**config.mk**
```make
export PLATFORM = sky130hd
export DESIGN_NAME = scale_by_pow2
export DESIGN_NICKNAME = d
export VERILOG_FILES = /design/src/rtl/tpu_fp_pkg.sv /design/src/rtl/fp32_to_int_trunc.sv /design/src/rtl/scale_by_pow2.sv
export SDC_FILE = /design/constraint.sdc
export NUM_CORES = 1
export LEC_CHECK = 0
export CORE_MARGIN = 2
export CORE_UTILIZATION = 51
export CTS_CLUSTER_SIZE = 24
export DETAILED_ROUTE_END_ITERATION = 12
export PLACE_DENSITY = 0.72
export SLEW_MARGIN = 25
export SYNTH_ARGS = -nofsm -noshare
export SYNTH_HDL_FRONTEND = slang
export SYNTH_SLANG_ARGS = --single-unit
export TNS_END_PERCENT = 5
```
**constraint.sdc**
```tcl
create_clock -name clk -period 8 [get_ports clk]
set_clock_uncertainty 0.05 [all_clocks]
set_input_delay 1.6 -clock clk [delete_from_list [all_inputs] [get_ports clk]]
set_output_delay 1.6 -clock clk [all_outputs]
set_load 0.005 [all_outputs]
```
**src/rtl/tpu_fp_pkg.sv**
```systemverilog
// Shared FP32 constants, FSM state encoding and small helpers for the
// tpu floating-point recomposition path.
package tpu_fp_pkg;

   localparam int FP_W     = 32;
   localparam int EXP_W    = 8;
   localparam int FRAC_W   = 23;
   localparam int EXP_BIAS = 127;
   localparam int INT_W    = 11;   // signed width of the converted n and the exponent sum

   localparam logic [FP_W-1:0] QNAN    = 32'h7FC0_0000;
   localparam logic [FP_W-1:0] POS_INF = 32'h7F80_0000;

   typedef enum logic [2:0] {
      IDLE,
      CONV,
      ADD,
      DENORM,
      DONE
   } state_t;

   // Leading-zero count of a fraction field; 23 when the field is all zero.
   function automatic logic [4:0] lzc_frac(input logic [FRAC_W-1:0] f);
      logic [4:0] c;
      c = 5'd23;
      for (int i = 0; i < FRAC_W; i++) begin
         if (f[i]) c = 5'(FRAC_W - 1 - i);
      end
      return c;
   endfunction

endpackage

```
**src/rtl/fp32_to_int_trunc.sv**
```systemverilog
// FP32 -> saturated signed integer, truncating toward zero.
// NaN/inf are flagged separately; the integer output is don't-care for them.
module fp32_to_int_trunc
   import tpu_fp_pkg::*;
#(
   parameter int N_SAT = 300
) (
   input  logic [FP_W-1:0]         f,
   output logic signed [INT_W-1:0] val,
   output logic                    is_nan,
   output logic                    is_inf
);

   localparam logic [FRAC_W:0]  SAT_MAG  = (FRAC_W+1)'(N_SAT);
   localparam logic [INT_W-1:0] SAT_VAL  = INT_W'(N_SAT);
   // exponent field at which the whole 24-bit significand is integer
   localparam logic [EXP_W-1:0] EXP_INT  = EXP_W'(EXP_BIAS + FRAC_W);
   localparam logic [EXP_W-1:0] EXP_ONE  = EXP_W'(EXP_BIAS);

   logic [EXP_W-1:0]  ef;
   logic [FRAC_W-1:0] fr;
   logic [FRAC_W:0]   mag;
   logic [INT_W-1:0]  mag_c;

   // Decode, shift the significand down to its integer part, then clamp.
   always_comb begin
      ef     = f[FP_W-2 -: EXP_W];
      fr     = f[FRAC_W-1:0];
      is_nan = (ef == '1) && (fr != '0);
      is_inf = (ef == '1) && (fr == '0);
      mag    = '0;
      if (ef < EXP_ONE)       mag = '0;                      // |f| < 1
      else if (ef >= EXP_INT) mag = '1;                      // far beyond any clamp
      else                    mag = {1'b1, fr} >> (EXP_INT - ef);
      mag_c  = (mag > SAT_MAG) ? SAT_VAL : mag[INT_W-1:0];
      val    = f[FP_W-1] ? $signed(-mag_c) : $signed(mag_c);
   end

endmodule

```
**src/rtl/scale_by_pow2.sv**
```systemverilog
// FP32 recomposition: result = x * 2^n, one operation at a time.
// Subnormal results are produced by shifting the significand one bit per cycle.
module scale_by_pow2
   import tpu_fp_pkg::*;
#(
   parameter bit FLUSH_SUBNORM_IN = 1'b1,
   parameter int N_SAT            = 300
) (
   input  logic            clk,
   input  logic            rst_n,
   input  logic            in_valid,
   output logic            in_ready,
   input  logic [FP_W-1:0] x,
   input  logic [FP_W-1:0] n,
   output logic            out_valid,
   input  logic            out_ready,
   output logic [FP_W-1:0] result,
   output logic            overflow,
   output logic            underflow,
   output logic            invalid
);

   state_t state_q, state_d;

   logic [FP_W-1:0]         x_q, n_q;
   logic signed [INT_W-1:0] nint_q, e_q;
   logic                    n_nan_q, n_inf_q, sx_q;
   logic [FRAC_W:0]         mant_q;

   logic signed [INT_W-1:0] conv_val;
   logic                    conv_nan, conv_inf;

   // Combinational n conversion; its output is captured during CONV.
   fp32_to_int_trunc #(.N_SAT(N_SAT)) u_conv (
      .f      (n_q),
      .val    (conv_val),
      .is_nan (conv_nan),
      .is_inf (conv_inf)
   );

   logic [EXP_W-1:0]        x_ef;
   logic [FRAC_W-1:0]       x_fr;
   logic                    x_nan, x_inf, x_sub, x_zero, special, go_denorm;
   logic [4:0]              x_lz;
   logic signed [INT_W-1:0] x_e, e_sum;
   logic [FRAC_W:0]         x_m, mant_shr;

   // Classify x and form the exponent sum. A subnormal x that is not flushed
   // is normalised first so the common normal/denorm paths apply unchanged.
   always_comb begin
      x_ef      = x_q[FP_W-2 -: EXP_W];
      x_fr      = x_q[FRAC_W-1:0];
      x_nan     = (x_ef == '1) && (x_fr != '0);
      x_inf     = (x_ef == '1) && (x_fr == '0);
      x_sub     = (x_ef == '0) && (x_fr != '0);
      x_zero    = (x_ef == '0) && ((x_fr == '0) || FLUSH_SUBNORM_IN);
      x_lz      = lzc_frac(x_fr);
      x_e       = {{(INT_W-EXP_W){1'b0}}, x_ef};
      x_m       = {1'b1, x_fr};
      if (x_sub) begin
         x_e = -$signed({{(INT_W-5){1'b0}}, x_lz});
         x_m = {1'b0, x_fr} << (x_lz + 5'd1);
      end
      e_sum     = x_e + nint_q;
      special   = x_nan | n_nan_q | n_inf_q | x_inf | x_zero;
      go_denorm = !special && (e_sum <= 11'sd0) && (e_sum >= -11'sd22);
      mant_shr  = mant_q >> 1;
   end

   // State register.
   always_ff @(posedge clk or negedge rst_n) begin
      if (!rst_n) state_q <= IDLE;
      else        state_q <= state_d;
   end

   // Next-state logic.
   always_comb begin
      state_d = state_q;
      case (state_q)
         IDLE:    if (in_valid) state_d = CONV;
         CONV:    state_d = ADD;
         ADD:     state_d = go_denorm ? DENORM : DONE;
         DENORM:  if (e_q == 11'sd0) state_d = DONE;   // this shift lands e on 1
         DONE:    if (out_ready) state_d = IDLE;
         default: state_d = IDLE;
      endcase
   end

   assign in_ready  = (state_q == IDLE);
   assign out_valid = (state_q == DONE);

   // Datapath: operand capture, n conversion, exponent add and the serial
   // denorm shifter. Result and flags only change in ADD/DENORM, so they
   // stay put for the whole DONE residency.
   always_ff @(posedge clk or negedge rst_n) begin
      if (!rst_n) begin
         x_q       <= '0;
         n_q       <= '0;
         nint_q    <= '0;
         n_nan_q   <= 1'b0;
         n_inf_q   <= 1'b0;
         e_q       <= '0;
         mant_q    <= '0;
         sx_q      <= 1'b0;
         result    <= '0;
         overflow  <= 1'b0;
         underflow <= 1'b0;
         invalid   <= 1'b0;
      end else begin
         case (state_q)
            IDLE: begin
               if (in_valid) begin
                  x_q <= x;
                  n_q <= n;
               end
            end
            CONV: begin
               nint_q  <= conv_val;
               n_nan_q <= conv_nan;
               n_inf_q <= conv_inf;
            end
            ADD: begin
               overflow  <= 1'b0;
               underflow <= 1'b0;
               invalid   <= 1'b0;
               sx_q      <= x_q[FP_W-1];
               e_q       <= e_sum;
               mant_q    <= x_m;
               if (x_nan || n_nan_q || n_inf_q) begin
                  result  <= QNAN;
                  invalid <= 1'b1;
               end else if (x_inf) begin
                  result <= {x_q[FP_W-1], POS_INF[FP_W-2:0]};
               end else if (x_zero) begin
                  result <= {x_q[FP_W-1], {(FP_W-1){1'b0}}};
               end else if (e_sum >= 11'sd255) begin
                  result   <= {x_q[FP_W-1], POS_INF[FP_W-2:0]};
                  overflow <= 1'b1;
               end else if (e_sum >= 11'sd1) begin
                  result <= {x_q[FP_W-1], e_sum[EXP_W-1:0], x_m[FRAC_W-1:0]};
               end else begin
                  // too small even for a subnormal: flush now, no shifting
                  underflow <= 1'b1;
                  if (!go_denorm) result <= {x_q[FP_W-1], {(FP_W-1){1'b0}}};
               end
            end
            DENORM: begin
               mant_q <= mant_shr;
               e_q    <= e_q + 11'sd1;
               if (e_q == 11'sd0)
                  result <= {sx_q, {EXP_W{1'b0}}, mant_shr[FRAC_W-1:0]};
            end
            default: ;
         endcase
      end
   end

endmodule

```
==> summary.txt, run 1 <==
Status - finished, final reports clean
CP max-delay cell - and4_1
Hold Vio Cnt, Final - 0
Sequential element share of the synthesized area - 34.4%
Post-DRT Antenna Nets - 0
Placer Congestion - 0.970
EDFF count, synth - 0
DRT Pass-1 Iters - 5
Period utilisation layout - 83.7%
Pin count of the biggest net entering global routing - 95
Final Routed Wirelength - 31200 um
CTS sink count - 150
Synth Instances - 1225
Reg2Reg Setup Slack - 1.30 ns
Core area - 0.0210 mm2
Area of the multi-input gates - 0.00668 mm2
Register Area - 0.00375 mm2
Die area - 0.0226 mm2
PortBufs - 104
RSZ-0062 raised after global routing - false
Cts repair resizes - 0
Post-route DRC - 0
I/O pin count - 105
Slew headroom - 31.8%
Syn_area_per_cell - 8.92 um2
# diodes - 0
Setup crit end - result[4]
Reg2reg start - x_q[19]
Max stage delay on crit path - 0.82 ns
Final nets - 1366
Largest area contributor in the netlist - dfrtp_1
H-Tree Depth - 4
Minimum clock period - 6.70 ns
Critical path fanouts, max - 22
Worst Path Arrival - 7.01 ns
Asr flop ratio synth - 100%
Die Y - 150 um
Max-Cap Viols - 0
Worst skew pair latency - 0.43 ns
Dominant synthesized flop cell - dfrtp_1
Distinct cell type count after synthesis - 91
Syn_nets - 1312
Clock-pin slew on the worst setup and hold paths - 0.07 ns
Routed len/inst - 19.9 um
Vias per cell - 6.42
Final setup fails - 0
Crit path capture type - register
Initial antenna violation count - 0
Via count - 10.1k
R2R Path End - result[4]
Initial drt markers - 1021
Cell with the most instances after synthesis - nand2_1
Maximum buffer depth of the clock tree - 2
Initial Utilization - 52.0%
Post-CTS setup buffers - 0
Main area contributors after synthesis - dfrtp_1, mux2_2, nand2_1
Post-synth top cells - nand2_1, dfrtp_1, nor2_1
GR Util All Layers - 28.6%
Area delta synth->final - 15.7%
Fin Setup TNS - 0 ns
Global route overflow - 0
Mapped Area - 0.0109 mm2
Crit path required time - 8.31 ns
Number of buffers created by CTS - 17
CTS tree - yes
Crit-path cells - inv_1 -> a2111oi_0 -> o21ai_1 -> o21bai_4 -> inv_2 -> ha_1 -> xor2_1 -> a21o_1 -> ha_1 -> nor2b_1 -> o21a_1 -> o2111a_1 -> a311oi_1 -> nor2_1 -> a311oi_1 -> or2_1 -> and4_1 -> a22oi_1 -> a21oi_1
Critical path class - reg2reg
Row cnt - 53
Flops & latches, synth - 150
Vias in the first global route - 9314
Hold Crit Start - sx_q
Post-synth top area share - 34.4%
Layout cells sized above 1 - 14.3%
Yosys warning total - 0
FF-to-FF path depth - 19
Max-slew violation count - 0
Critical Path Start Type - register
Worst slew pin tran - 1.02 ns
Clk root buf - clkbuf_16
Setup crit start - x_q[19]
# fillers - 1857
First-pass GRT wire length - 51100 um
F_max - 0.149 GHz
Post-CTS Hold Buffers - 0
Die W - 150 um
Hold WC Path Type - reg2reg
Post-DP HPWL - 22500 um
## final cells by class
type	count	share of cell area (%)
Timing Repair Buffer	120	9.20
Inverter	34	1.01
Sequential cell	150	29.7
Clock inverter	15	1.15
Tap cell	275	2.72
Clock buffer	17	3.37
Multi-Input combinational cell	956	52.9
## state kept, by name, indices dropped and copies added, names as in the netlist
register   cells
e_q           11
sx_q           1
result        32
overflow       1
state_q        3
x_q           32
invalid        1
n_inf_q        1
underflow      1
nint_q        11
n_q           32
n_nan_q        1
mant_q        23
## placed cells by master, fill, tap and decap left out, types with 10 or more instances in the layout
cell             count
nor3_1              28
mux4_2              18
a22oi_1             11
inv_1               32
nor4_1              12
a31oi_1             20
buf_4               16
or3_1               12
o211ai_1            20
nand3_1             32
xnor2_1             12
o21ai_0             83
o22ai_1             13
clkdlybuf4s50_1    103
ha_1                18
a21oi_1             70
a211oi_1            12
dfrtp_1            149
nand2b_1            14
a21o_1              12
nand2_1            158
clkbuf_16           17
o31ai_1             10
nor2_1              90
mux2i_1             58
nand4_1             10
mux2_2              65
## cell families (layout without fill, tap and decap cells)
family,Yosys count,count (layout),share of synthesized area (%)
and+or+nand+nor,416,416,18.4
AOI/OAI and AO/OA,355,355,22.3
DFF,150,150,34.4
muxes,141,141,15.7
buffers and inverters,119,186,4.58
xor gates and xnor gates,25,25,2.38
adders and majority gates,19,19,2.24
## layer usage
metal	vias up	track usage [%]	wire [um]
met2	460	42.0	13700
met5	-	0	0
met4	0	8.07	644
li1	4666	-	-
met1	4896	44.0	14600
met3	45	3.58	2330
## worst min-delay path by stage
stage,to,slack [ns],cells after the start
2_1_floorplan,sx_q,0.40,2
6_report,sx_q,0.43,2
3_3_place_gp,underflow,0.40,2
4_1_cts,sx_q,0.43,2
3_5_place_dp,sx_q,0.41,2
5_1_grt,mant_q[17],0.46,2
## critical path: cells and delay by family (launching register included)
kind,cells,cell delay [ns]
xor gates and xnor gates,1,0.17
and+or+nand+nor,4,1.47
adders and majority gates,2,0.70
AOI/OAI and AO/OA,10,3.25
buffers and inverters,2,0.51
DFF,1,0.46
## per-stage QoR
step                std cells  instance area (um2)  utilization, %  setup WS, ns  hold slack [ns]
finish                   1567                12600            60.1          1.30            0.431
CTS                      1567                12600            60.1          1.43            0.429
detailed placement       1535                12100            57.4          1.46            0.413
global placement         1535                12100            57.4          1.59            0.404
global route             1567                12600            60.1         0.850            0.464
floorplan                1225                10900               -          1.89            0.396
Power of run 1 is not shown: default switching activity piles up to over one toggle a cycle in this logic, so the estimate is an artifact.
==> inputs of run 2 (changes only) <==
Settings changed: PLACE_DENSITY 0.72 to 0.75.
Clock period 8 ns to 6.1 ns, I/O delays scaled along.
==> summary.txt, run 2 (synthesis gave the netlist of run 1 again) <==
Period utilisation layout - 92.1%
Minimum clock period - 5.62 ns
Initial antenna violation count - 0
Max-slew violation count - 0
H-Tree Depth - 4
Global route overflow - 0
Initial Utilization - 52.0%
Clock-pin slew on the worst setup and hold paths - 0.07 ns
PortBufs - 104
Die Y - 150 um
Row cnt - 53
CTS tree - yes
CTS sink count - 150
Post-DP HPWL - 22400 um
Worst Path Arrival - 5.92 ns
# diodes - 0
Maximum buffer depth of the clock tree - 2
Placer Congestion - 1.06
Area delta synth->final - 16.1%
Critical Path Start Type - register
Routed len/inst - 19.7 um
Final Routed Wirelength - 30900 um
Critical path class - reg2reg
Crit path capture type - register
Worst slew pin tran - 1.07 ns
GR Util All Layers - 28.0%
Pin count of the biggest net entering global routing - 75
First-pass GRT wire length - 50100 um
Worst skew pair latency - 0.43 ns
Die area - 0.0226 mm2
Slew headroom - 28.7%
Initial drt markers - 1062
Post-CTS Hold Buffers - 0
Final setup fails - 0
Status - finished, final reports clean
Vias per cell - 6.40
Final nets - 1373
Hold Vio Cnt, Final - 0
Hold_ws - 0.430 ns
Vias in the first global route - 9351
# fillers - 1840
Cts repair resizes - 0
I/O pin count - 105
DRT Pass-1 Iters - 6
RSZ-0062 raised after global routing - false
Critical path fanouts, max - 17
Via count - 10.1k
Post-DRT Antenna Nets - 0
Crit path required time - 6.40 ns
Clk root buf - clkbuf_16
Core area - 0.0210 mm2
F_max - 0.178 GHz
Biggest regs - n_q (32), result (32), x_q (32)
Max-Cap Viols - 0
Number of buffers created by CTS - 17
Fin Setup TNS - 0 ns
Hold WC Path Type - reg2reg
Post-CTS setup buffers - 0
Placed Cells incl. Taps - 1542
Post-route DRC - 0
Most common cell after layout, fill and taps aside - nand2_1
Most frequent cells in the layout - nand2_1, dfrtp_1, clkdlybuf4s50_1, nor2_1, o21ai_0
Final std cells w/o fill - 1574
Layout cells sized above 1 - 14.8%
Die W - 150 um
==> run 2: cell count changes in the layout (fill, tap and decap cells not counted), sizes merged <==
cell	previous run	this run
inv	39	42
clkinv	7	5
buf	17	24
bufinv	1	0
==> run 2: worst max-delay path, stage by stage, from the launching register on <==
cell and delay [ns]:
dfrtp_1 0.52, inv_1 0.17, a2111oi_0 0.50, o21ai_1 0.26, o21bai_4 0.25, inv_2 0.06, ha_1 0.23, and3_1 0.16
ha_1 0.27, a21o_1 0.16, ha_1 0.36, nor2b_1 0.18, a221o_1 0.32, nor3_1 0.44, nor2_1 0.12, a311oi_1 0.38
or2_1 0.35, and4_1 0.23, buf_4 0.25, o21ai_2 0.10, a31oi_2 0.17
==> run 2: cell type report <==
class / instances / area (um2) / share of cell area [%]
multi-input cells: 956 / 6680 / 52.7
inverters: 34 / 128 / 1.01
flip-flops and latches: 150 / 3750 / 29.6
repair buffers: 127 / 1210 / 9.58
clock buffers: 17 / 425 / 3.35
clock inverters: 15 / 138 / 1.09
well taps: 275 / 344 / 2.71
==> run 2: path summary, 6_finish.rpt <==
path / cells after the start / slack [ns] / start / to
max: 20 / 0.48 / x_q[19] / result[11]
min: 2 / 0.43 / sx_q / sx_q
max reg2reg: 20 / 0.48 / x_q[19] / result[11]
min reg2reg: 2 / 0.43 / sx_q / sx_q
max in group asynchronous: 2 / 4.22 / rst_n / n_q[15]
min in group asynchronous: 1 / 0.74 / rst_n / result[20]
==> run 2: stage by stage <==
step	worst slack [ns]	area, um2	util [%]
CTS	0.557	12700	60.3
global placement	0.626	12100	57.7
global route	0.000975	12700	60.3
floorplan	0.113	10900	-
finish	0.480	12700	60.3
detailed placement	0.599	12100	57.7
==> run 2: per-layer routing <==
metal	up-vias	global-route usage, %	part of all wire, %
met5	-	0	0
met4	0	10.0	2.9
li1	4683	-	-
met3	73	4.39	7.7
met1	4826	41.0	45
met2	497	42.0	45
Power of run 2 is left out for the same reason.
